===== config.mk =====
export PLATFORM = sky130hd
export DESIGN_NAME = gpio_in_capture
export DESIGN_NICKNAME = d
export VERILOG_FILES = /design/src/rtl/gpio_pkg.sv /design/src/rtl/gpio_debounce.sv /design/src/rtl/gpio_in_capture.sv
export SDC_FILE = /design/constraint.sdc
export NUM_CORES = 1
export LEC_CHECK = 0
export CORE_MARGIN = 8
export CORE_UTILIZATION = 55
export DETAILED_ROUTE_END_ITERATION = 16
export GPL_TIMING_DRIVEN = 0
export HOLD_SLACK_MARGIN = 0.03
export PLACE_DENSITY = 0.85
export REMOVE_ABC_BUFFERS = 1
export SETUP_SLACK_MARGIN = 0.15
export SLEW_MARGIN = 0
export SYNTH_ARGS = -nofsm -noshare
export SYNTH_HDL_FRONTEND = slang
export SYNTH_HIERARCHICAL = 1
export SYNTH_SLANG_ARGS = --single-unit

===== constraint.sdc =====
create_clock -name clk -period 5 [get_ports clk]
set_input_delay 0.75 -clock clk [delete_from_list [all_inputs] [get_ports clk]]
set_output_delay 0.75 -clock clk [all_outputs]
set_load 0.01 [all_outputs]

===== src/rtl/gpio_pkg.sv =====
// Purpose: shared edge qualifier encodings and sizing helpers for the GPIO input capture block.
// Latency: none; package only.
// Backpressure: none; package only.
package gpio_pkg;

  // Event qualifier carried on edge_sel.
  typedef enum logic [1:0] {
    EDGE_NONE = 2'b00,
    EDGE_RISE = 2'b01,
    EDGE_FALL = 2'b10,
    EDGE_BOTH = 2'b11
  } edge_sel_e;

  // The debounce counter must be able to hold the value DEBOUNCE itself.
  function automatic int deb_cnt_w(input int debounce);
    return $clog2(debounce + 1);
  endfunction

  // True when a toggle to new_level is selected by the qualifier.
  function automatic logic edge_match(input logic [1:0] sel, input logic new_level);
    edge_sel_e sel_e;
    logic      hit;
    sel_e = edge_sel_e'(sel);
    if (new_level) begin
      hit = (sel_e == EDGE_RISE) || (sel_e == EDGE_BOTH);
    end else begin
      hit = (sel_e == EDGE_FALL) || (sel_e == EDGE_BOTH);
    end
    return hit;
  endfunction

endpackage


===== src/rtl/gpio_debounce.sv =====
// Purpose: 2-FF synchronizer plus debounce filter for a raw pin, with an enable bypass.
// Latency: pin sampled at edge k -> level_o after edge k+1+DEBOUNCE (k+2 when bypassed).
// Backpressure: none; toggle_o is a single-cycle strobe with no handshake.
module gpio_debounce
  import gpio_pkg::*;
#(
  parameter int DEBOUNCE = 4
) (
  input  logic clk,
  input  logic rst_n,
  input  logic en_i,
  input  logic pin_i,
  output logic level_o,
  output logic toggle_o
);

  localparam int                  CNT_BITS = deb_cnt_w(DEBOUNCE);
  localparam logic [CNT_BITS-1:0] CNT_MAX  = CNT_BITS'(DEBOUNCE);
  localparam logic [CNT_BITS-1:0] CNT_ONE  = CNT_BITS'(1);

  logic                s1_q;
  logic                s2_q;
  logic                level_q;
  logic                level_d;
  logic [CNT_BITS-1:0] cnt_q;
  logic [CNT_BITS-1:0] cnt_d;
  logic                toggle_d;

  // Two-stage synchronizer for the asynchronous pin.
  always_ff @(posedge clk or negedge rst_n) begin
    if (!rst_n) begin
      s1_q <= 1'b0;
      s2_q <= 1'b0;
    end else begin
      s1_q <= pin_i;
      s2_q <= s1_q;
    end
  end

  // Debounce decision: count cycles of disagreement, toggle once the run reaches DEBOUNCE.
  // While disabled the level tracks the synchronized pin so that re-enabling starts
  // from agreement and cannot fabricate a toggle.
  always_comb begin
    cnt_d    = '0;
    level_d  = level_q;
    toggle_d = 1'b0;
    if (!en_i) begin
      level_d = s2_q;
    end else if (s2_q != level_q) begin
      if ((cnt_q + CNT_ONE) == CNT_MAX) begin
        level_d  = ~level_q;
        toggle_d = 1'b1;
      end else begin
        cnt_d = cnt_q + CNT_ONE;
      end
    end
  end

  // Debounced level and disagreement counter.
  always_ff @(posedge clk or negedge rst_n) begin
    if (!rst_n) begin
      level_q <= 1'b0;
      cnt_q   <= '0;
    end else begin
      level_q <= level_d;
      cnt_q   <= cnt_d;
    end
  end

  // The strobe is the combinational toggle decision, so the consumer captures
  // its event on the same edge the level flips.
  assign level_o  = level_q;
  assign toggle_o = toggle_d;

endmodule


===== src/rtl/gpio_in_capture.sv =====
// Purpose: conditions a GPIO input, timestamps qualified edges and offers them to the host.
// Latency: pin sampled at edge k -> evt_valid after edge k+1+DEBOUNCE.
// Backpressure: single-entry holding register; events arriving while it is full and not draining are dropped and flagged in overflow.
module gpio_in_capture
  import gpio_pkg::*;
#(
  parameter int DEBOUNCE = 4,
  parameter int TS_W     = 16,
  parameter int CNT_W    = 8
) (
  input  logic             clk,
  input  logic             rst_n,
  input  logic             en,
  input  logic [1:0]       edge_sel,
  input  logic             pin_in,
  output logic             level_out,
  output logic             evt_valid,
  input  logic             evt_ready,
  output logic             evt_rising,
  output logic [TS_W-1:0]  evt_time,
  output logic [CNT_W-1:0] evt_count,
  output logic             overflow,
  input  logic             ovf_clr
);

  logic             level;
  logic             toggle;
  logic             new_level;
  logic             qual;
  logic             take;
  logic             load;
  logic             drop;

  logic [TS_W-1:0]  ts_q;
  logic [TS_W-1:0]  ts_d;
  logic             valid_q;
  logic             valid_d;
  logic             rising_q;
  logic             rising_d;
  logic [TS_W-1:0]  time_q;
  logic [TS_W-1:0]  time_d;
  logic [CNT_W-1:0] count_q;
  logic [CNT_W-1:0] count_d;
  logic             ovf_q;
  logic             ovf_d;

  gpio_debounce #(
    .DEBOUNCE (DEBOUNCE)
  ) u_debounce (
    .clk      (clk),
    .rst_n    (rst_n),
    .en_i     (en),
    .pin_i    (pin_in),
    .level_o  (level),
    .toggle_o (toggle)
  );

  // Toggles only happen while enabled; the strobe names the level about to be taken.
  assign new_level = ~level;
  assign qual      = toggle & edge_match(edge_sel, new_level);

  // Handshake: the slot is free when empty or when its content leaves this cycle.
  assign take = valid_q & evt_ready;
  assign load = qual & (~valid_q | take);
  assign drop = qual & valid_q & ~take;

  // Next-state for timestamp, holding register, event counter and overflow flag.
  always_comb begin
    ts_d     = ts_q + TS_W'(1);
    valid_d  = valid_q;
    rising_d = rising_q;
    time_d   = time_q;
    count_d  = count_q;
    ovf_d    = ovf_q;

    if (load) begin
      valid_d  = 1'b1;
      rising_d = new_level;
      time_d   = ts_q;
    end else if (take) begin
      valid_d  = 1'b0;
    end

    if (qual) begin
      count_d = count_q + CNT_W'(1);
    end

    // A drop in the same cycle as a clear must leave the flag set.
    if (drop) begin
      ovf_d = 1'b1;
    end else if (ovf_clr) begin
      ovf_d = 1'b0;
    end
  end

  // State registers; reset discards any held event.
  always_ff @(posedge clk or negedge rst_n) begin
    if (!rst_n) begin
      ts_q     <= '0;
      valid_q  <= 1'b0;
      rising_q <= 1'b0;
      time_q   <= '0;
      count_q  <= '0;
      ovf_q    <= 1'b0;
    end else begin
      ts_q     <= ts_d;
      valid_q  <= valid_d;
      rising_q <= rising_d;
      time_q   <= time_d;
      count_q  <= count_d;
      ovf_q    <= ovf_d;
    end
  end

  assign level_out  = level;
  assign evt_valid  = valid_q;
  assign evt_rising = rising_q;
  assign evt_time   = time_q;
  assign evt_count  = count_q;
  assign overflow   = ovf_q;

endmodule


==> summary.md, run 1 <==
| Metric | Value |
|---|---|
| Root Driver | `clkbuf_8` |
| Critical Path RT | `a little over 5 ns` |
| Global Route Usage Sum | `a little over an eighth` |
| CORE AREA | `3630 µm²` |
| Vias per cell | `just over 5` |
| FILL cells | `about 270` |
| Biggest area consumer among synthesized cells | `dfrtp_1` |
| Crit-path cells | `clkdlybuf4s50_1 -> nand2_1 -> nor2_1 -> nand3_4 -> mux2_4` |
| Synth Flop Type | `dfrtp_1` |
| Grt ovf | `0` |
| Synth cell types | `29` |
| Crit path time final | `~2.4 ns` |
| Synth top area share | `about 60%` |
| Post-CTS Hold Fix Bufs | `0` |
| CTS tree | `done` |
| DP HPWL | `around 2.7 mm` |
| Synth Area in Adders | `between 2 and 2.5%` |
| Leak | `about 1.2 nW` |
| Pre-antenna DRT Iters | `4` |
| Setup TNS | `0 ns` |
| Final-stage net count | `slightly above 200` |
| Die Area | `5990 µm²` |
| Final wirelength | `3.63 mm` |
| Async set-or-reset flop fraction in the synthesized netlist | `100%` |
| GPL Wtd Cong | `0.780` |
| Crit-path max FO | `17` |
| Setup crit end kind | `flop` |
| ANT cells | `0` |
| Status | `finished clean` |
| Multiplexer share of the synthesized area | `12.6%` |
| DR iter-0 viols | `80` |
| Max-Cap Viols | `0` |
| Mapped cell area | `2070 µm²` |
| Antenna violations before repair | `0` |
| Share of layout cells above drive strength 1 | `between 15 and 20%` |
| Clk slew on worst S/H paths | `around 0.080 ns` |
| Post-synth top cells | `dfrtp_1 (49), xor2_1 (12), xnor2_1 (11), mux2_4 (10)` |
| Chip Width | `just under 80 µm` |
| # clock sinks | `between 40 and 50` |
| PortBufs | `35` |
| Worst r2r src | `u_debounce/cnt_q[0]$_DFF_PN0_` |
| Post-route ant nets | `0` |
| Crit share post-route | `between 40% and 50%` |
| WL/cell | `approximately 15 µm` |
| Register area | `approximately 1200 µm²` |
| Max Fclk | `roughly 410 MHz` |
| Mapped Cells | `150` |
| Worst hold margin | `0.364 ns` |
| Io pins | `36` |
| Endpoints failing hold | `0` |
| Inserted Clock Buffers | `5` |
| Slowest stage delay, CP | `0.50 ns` |
| Post-synth EDFFs | `0` |
| Post-Synth Simple-Gate Area | `about an eighth` |
| Cell with the most instances after synthesis | `dfrtp_1` |
| Critical path startpoint category | `input port` |
| Area growth from synthesis to layout | `23.6%` |
| Placed Cells | `about 230` |
| Sequential area share after synthesis | `just under 60%` |
| Synth warn | `6` |
| Flops & latches, synth | `just under 50` |
| Post-route DRC | `0` |
| Post-synthesis compound-gate area fraction | `less than 1%` |
| Avg Synthesized Cell Area | `roughly 14 µm²` |
| Setup Skew | `~0.0076 ns` |
| Hold path startpoint | `u_debounce/s1_q$_DFF_PN0_` |
| Top cells by area, synth | `dfrtp_1 (59%), mux2_4 (7.2%), xor2_1 (5.1%)` |
| Starting Density | `between 50% and 60%` |
| Die H | `roughly 77 µm` |
| # resized after CTS | `0` |
| Worst slew margin relative to its limit | `between 60% and 70%` |
| H-tree depth | `2` |
| Vias | `~1200` |
| Clock tree buffer depth | `2` |
| Setup bufs post-CTS | `0` |
| Final Non-Filler Cells | `between 200 and 250` |
| Post-synthesis xor/xnor area fraction | `around 9.7%` |
| Worst-Margin Slew | `about 0.58 ns` |
| Critical path type | `input port to flop` |
| Hold Crit Class | `flop to flop` |
| PwrDens | `approximately 250 nW/µm²` |
| Final-report max-slew violation count | `0` |
| Global-route wire length before repair | `around 6.4 mm` |
| Critical-path top delay cell | `clkdlybuf4s50_1` |
| Peak supply drop | `0.188 mV` |
| Main combinational cell family by area after synthesis | `simple AND/OR/NAND/NOR gates` |
| Arr. time, crit path | `2.64 ns` |
| Multi-input gate area | `between 800 and 900 µm²` |
| Clk Latency, worst-skew pair | `0.31 ns` |
| Final setup fails | `0` |
| Vias in the first global route | `about 1400` |
| Num rows | `22` |
| Unrepaired setup endpoints after global routing | `false` |
| CP Launch Point | `en` |
| Largest net degree at the start of global routing | `30` |
routing by layer:
layer | vias up | share of wire, % | GRT usage (%) | routed length, µm
li1 | 595 | - | - | -
met1 | 619 | 43 | 14.5 | 1550
met2 | 22 | 50 | 22.4 | 1830
met3 | 5 | 5.1 | 5.88 | 186
met4 | 0 | 1.6 | 5.09 | 59
met5 | - | 0 | 0 | 0
worst paths after layout:
check | cells after the start | slack, ns | endpoint
worst max-delay path | 5 | 2.56 | evt_time[10]$_DFFE_PN0P_
worst min-delay path | 0 | 0.36 | u_debounce/s2_q$_DFF_PN0_
worst max register to register | 6 | 2.65 | evt_time[10]$_DFFE_PN0P_
worst min register to register | 0 | 0.36 | u_debounce/s2_q$_DFF_PN0_
max in group asynchronous | 2 | 4.10 | ts_q[5]$_DFF_PN0_
min in group asynchronous | 1 | 0.40 | overflow$_DFFE_PN0P_
logic make-up after synthesis:
group	after synthesis
muxes	20
xor gates and xnor gates	23
adders and majority gates	4
and+or+nand+nor	44
DFF	49
AOI/OAI and AO/OA	2
buffers and inverters	8
worst max-delay path, delay by kind of cell:
family | cells | cell delay (ns)
AND/OR/NAND/NOR | 3 | 0.98
buffers and inverters | 1 | 0.50
multiplexers | 1 | 0.40
registers in the layout (all words and copies together), names as in the netlist, 3 cells and up:
name              flops
evt_time             16
ts_q                 16
evt_count             8
u_debounce/cnt_q      3
layout make-up:
type | count | area share (%)
well taps | 48 | 2.35
multi-input cells | 93 | 31.4
flip-flops and latches | 49 | 47.9
clock buffers | 5 | 2.69
clock inverters | 3 | 0.684
inverters | 5 | 0.733
repair buffers | 36 | 14.3
metrics by stage:
step | util, % | worst slack, ns | total power [mW] | cell area [µm²]
CTS | 70.5 | 2.54 | 0.662 | 2560
global route | 70.5 | 2.39 | 0.680 | 2560
global placement | 67.7 | 1.94 | 0.434 | 2460
floorplan | - | 2.98 | 0.418 | 2050
detailed placement | 68.1 | 2.21 | 0.437 | 2470
finish | 70.5 | 2.56 | 0.652 | 2560
report_power, final:
part	switching [mW]	internal [mW]	total, mW
clock	0.128	0.0966	0.224
sequential	0.00312	0.399	0.402
combinational	0.0140	0.0117	0.0256
cell usage in the layout (no fill, tap or decap), types with 2 or more instances in the layout:
cell,Yosys,routed
nand2_1,8,8
inv_1,5,5
mux2_2,8,8
nand4_1,5,5
nor4_1,3,3
xor2_1,12,12
nand3_1,7,7
clkbuf_8,0,5
nor3_1,4,4
ha_1,4,4
nor3b_1,2,2
nor2_1,4,4
mux2_4,10,10
and3_1,3,3
and4_1,2,2
xnor2_1,11,11
clkinv_2,0,2
dfrtp_1,49,49
clkdlybuf4s50_1,0,34
Power figures use the tool's default switching activity.
==> inputs of run 2 (changes only) <==
--- a/config.mk
+++ b/config.mk
@@ -6,11 +6,11 @@
 export NUM_CORES = 1
 export LEC_CHECK = 0
 export CORE_MARGIN = 8
-export CORE_UTILIZATION = 55
+export CORE_UTILIZATION = 47
 export DETAILED_ROUTE_END_ITERATION = 16
 export GPL_TIMING_DRIVEN = 0
 export HOLD_SLACK_MARGIN = 0.03
-export PLACE_DENSITY = 0.85
+export PLACE_DENSITY = 0.77
 export REMOVE_ABC_BUFFERS = 1
 export SETUP_SLACK_MARGIN = 0.15
 export SLEW_MARGIN = 0
==> constraint.sdc (replaced) <==
create_clock -name clk -period 2 [get_ports clk]
set_input_delay 0.3 -clock clk [delete_from_list [all_inputs] [get_ports clk]]
set_output_delay 0.3 -clock clk [all_outputs]
set_load 0.01 [all_outputs]
==> summary.md, run 2 (synthesized netlist as in run 1, its figures left out) <==
| Metric | Value |
|---|---|
| Status | `finished clean` |
| Unrepaired setup endpoints after global routing | `false` |
| Antenna violations before repair | `0 (unchanged)` |
| Final-stage net count | `206 (+2.0%)` |
| CTS tree | `done` |
| # clock sinks | `49 (unchanged)` |
| Setup Skew | `0.00957 ns (+0.00195 ns)` |
| DP HPWL | `2.73 mm (+1.3%)` |
| Share of layout cells above drive strength 1 | `19.0% (+2.2 points)` |
| Vias in the first global route | `1348 (-1.0%)` |
| Die H | `82.4 µm (+6.5%)` |
| Vias | `1284 (+3.5%)` |
| Hold Crit Class | `flop to flop` |
| Area growth from synthesis to layout | `28.3%` |
| Critical Path RT | `2.19 ns (-3.00 ns)` |
| Most frequent cells in the layout | `dfrtp_1 (49), clkdlybuf4s50_1 (34), xor2_1 (11), xnor2_1 (11), mux2_4 (10)` |
| Worst hold margin | `0.355 ns (-0.00985 ns)` |
| DR iter-0 viols | `50 (-38%)` |
| PortBufs | `35 (unchanged)` |
| Root Driver | `clkbuf_8` |
| Clk slew on worst S/H paths | `0.09 ns (about the same)` |
| Peak supply drop | `0.529 mV (+180%)` |
| WL/cell | `15.2 µm (+0.36%)` |
| Setup crit end kind | `flop` |
| GPL Wtd Cong | `0.805 (+3.2%)` |
| Critical path type | `flop to flop` |
| Starting Density | `48.3% (-8.8 points)` |
| Inserted Clock Buffers | `5 (unchanged)` |
| Worst slew margin relative to its limit | `72.3% (+11 points)` |
| Final-report max-slew violation count | `0 (unchanged)` |
| Endpoints failing hold | `0 (unchanged)` |
| Io pins | `36 (unchanged)` |
| Grt ovf | `0 (unchanged)` |
| Chip Width | `82.4 µm (+6.5%)` |
| Clk Latency, worst-skew pair | `0.30 ns (about the same)` |
| Crit path time final | `~1.8 ns` |
| Max Fclk | `567 MHz` |
| Post-route DRC | `0 (unchanged)` |
| Largest net degree at the start of global routing | `33 (+10%)` |
| PwrDens | `677 nW/µm² (+170%)` |
| ANT cells | `0 (unchanged)` |
| Crit share post-route | `about nine tenths` |
| Worst-Margin Slew | `0.416 ns (-0.166 ns)` |
| Critical path startpoint category | `flop` |
| Final wirelength | `3.76 mm (+3.7%)` |
| Crit-path max FO | `17 (unchanged)` |
| Global-route wire length before repair | `6.29 mm (-1.8%)` |
| Setup TNS | `0 ns (unchanged)` |
| Max-Cap Viols | `0 (unchanged)` |
| Global Route Usage Sum | `12.0% (-1.3 points)` |
| Num rows | `24 (+9.1%)` |
| CORE AREA | `4290 µm² (+18%)` |
| Post-route ant nets | `0 (unchanged)` |
| Clock tree buffer depth | `2 (unchanged)` |
| H-tree depth | `2 (unchanged)` |
| Die Area | `6790 µm² (+13%)` |
| Leak | `1.27 nW (+3.2%)` |
| Pre-antenna DRT Iters | `4 (unchanged)` |
| Final setup fails | `0 (unchanged)` |
| Commonest non-fill, non-tap cell in the layout | `dfrtp_1` |
| Arr. time, crit path | `1.95 ns (-0.69 ns)` |
| Vias per cell | `5.20 (+0.11%)` |
-- run 2: cell types whose count changed in the layout (fill, tap and decap cells not counted), sizes merged --
cell / before / now
buf: 2 / 5
clkbuf: 5 / 6
clkinv: 2 / 0
bufinv: 0 / 1
dlygate4sd3: 0 / 1
-- run 2: worst paths after layout --
check,start,cells past startpoint,slack (ns),to
min in group asynchronous,rst_n,2,0.46,ts_q[3]$_DFF_PN0_
worst min register to register,u_debounce/s1_q$_DFF_PN0_,0,0.35,u_debounce/s2_q$_DFF_PN0_
worst min-delay path,u_debounce/s1_q$_DFF_PN0_,0,0.35,u_debounce/s2_q$_DFF_PN0_
worst max-delay path,u_debounce/cnt_q[0]$_DFF_PN0_,7,0.24,evt_time[12]$_DFFE_PN0P_
worst max register to register,u_debounce/cnt_q[0]$_DFF_PN0_,7,0.24,evt_time[12]$_DFFE_PN0P_
max in group asynchronous,rst_n,3,1.04,ts_q[5]$_DFF_PN0_
-- run 2: final cells by class --
class                      instances  area, µm²
fill                             328       1640
sequential                        49       1230
multi-input combinational         93        818
timing repair buffer              40        410
clock buffer                       6       82.6
tap                               52       65.1
clock inverter                     2       37.5
inverter                           5       18.8
-- run 2: stage by stage --
step	cells	worst slack [ns]	util, %	area (µm²)	power (mW)
after floorplan	147	-0.0228	-	2050	1.04
after global placement	234	-0.603	57.4	2460	1.08
after detailed placement	235	-0.372	57.7	2480	1.09
after CTS	246	0.159	61.6	2640	1.83
after global routing	247	0.160	61.9	2660	1.86
final	247	0.238	61.9	2660	1.80
-- run 2: what timing repair did --
action	4_1_cts	5_1_grt
hold endpoints to repair	17	0
buffers inserted	2	1
hold buffers	1	0
gates resized for setup	2	1
pin swaps	3	2
gates cloned	0	0
setup endpoints to repair	27	16
-- run 2: worst max-delay path, cell delays in order, from the launching register on --
cell and delay (ns):
dfrtp_1 0.41, ha_1 0.24, xor2_2 0.17, nand2_1 0.11, nor2_4 0.16, nand3_4 0.09, buf_12 0.17, mux2_4 0.30
-- run 2: routing by layer --
| metal | routed length [µm] | part of all wire (%) | global-route usage [%] | vias to the layer above |
|---|---|---|---|---|
| met5 | 0 | 0 | 0 | - |
| met4 | 46 | 1.2 | 3.68 | 0 |
| met3 | 343 | 9.1 | 4.55 | 6 |
| met2 | 1760 | 47 | 19.6 | 37 |
| met1 | 1610 | 43 | 14.4 | 638 |
| li1 | - | - | - | 603 |
-- run 2: where the power goes --
part	switching, mW	internal, mW
Clock	0.320	0.407
Sequential	0.00802	0.998
Combinational	0.0370	0.0318
Total	0.365	1.44
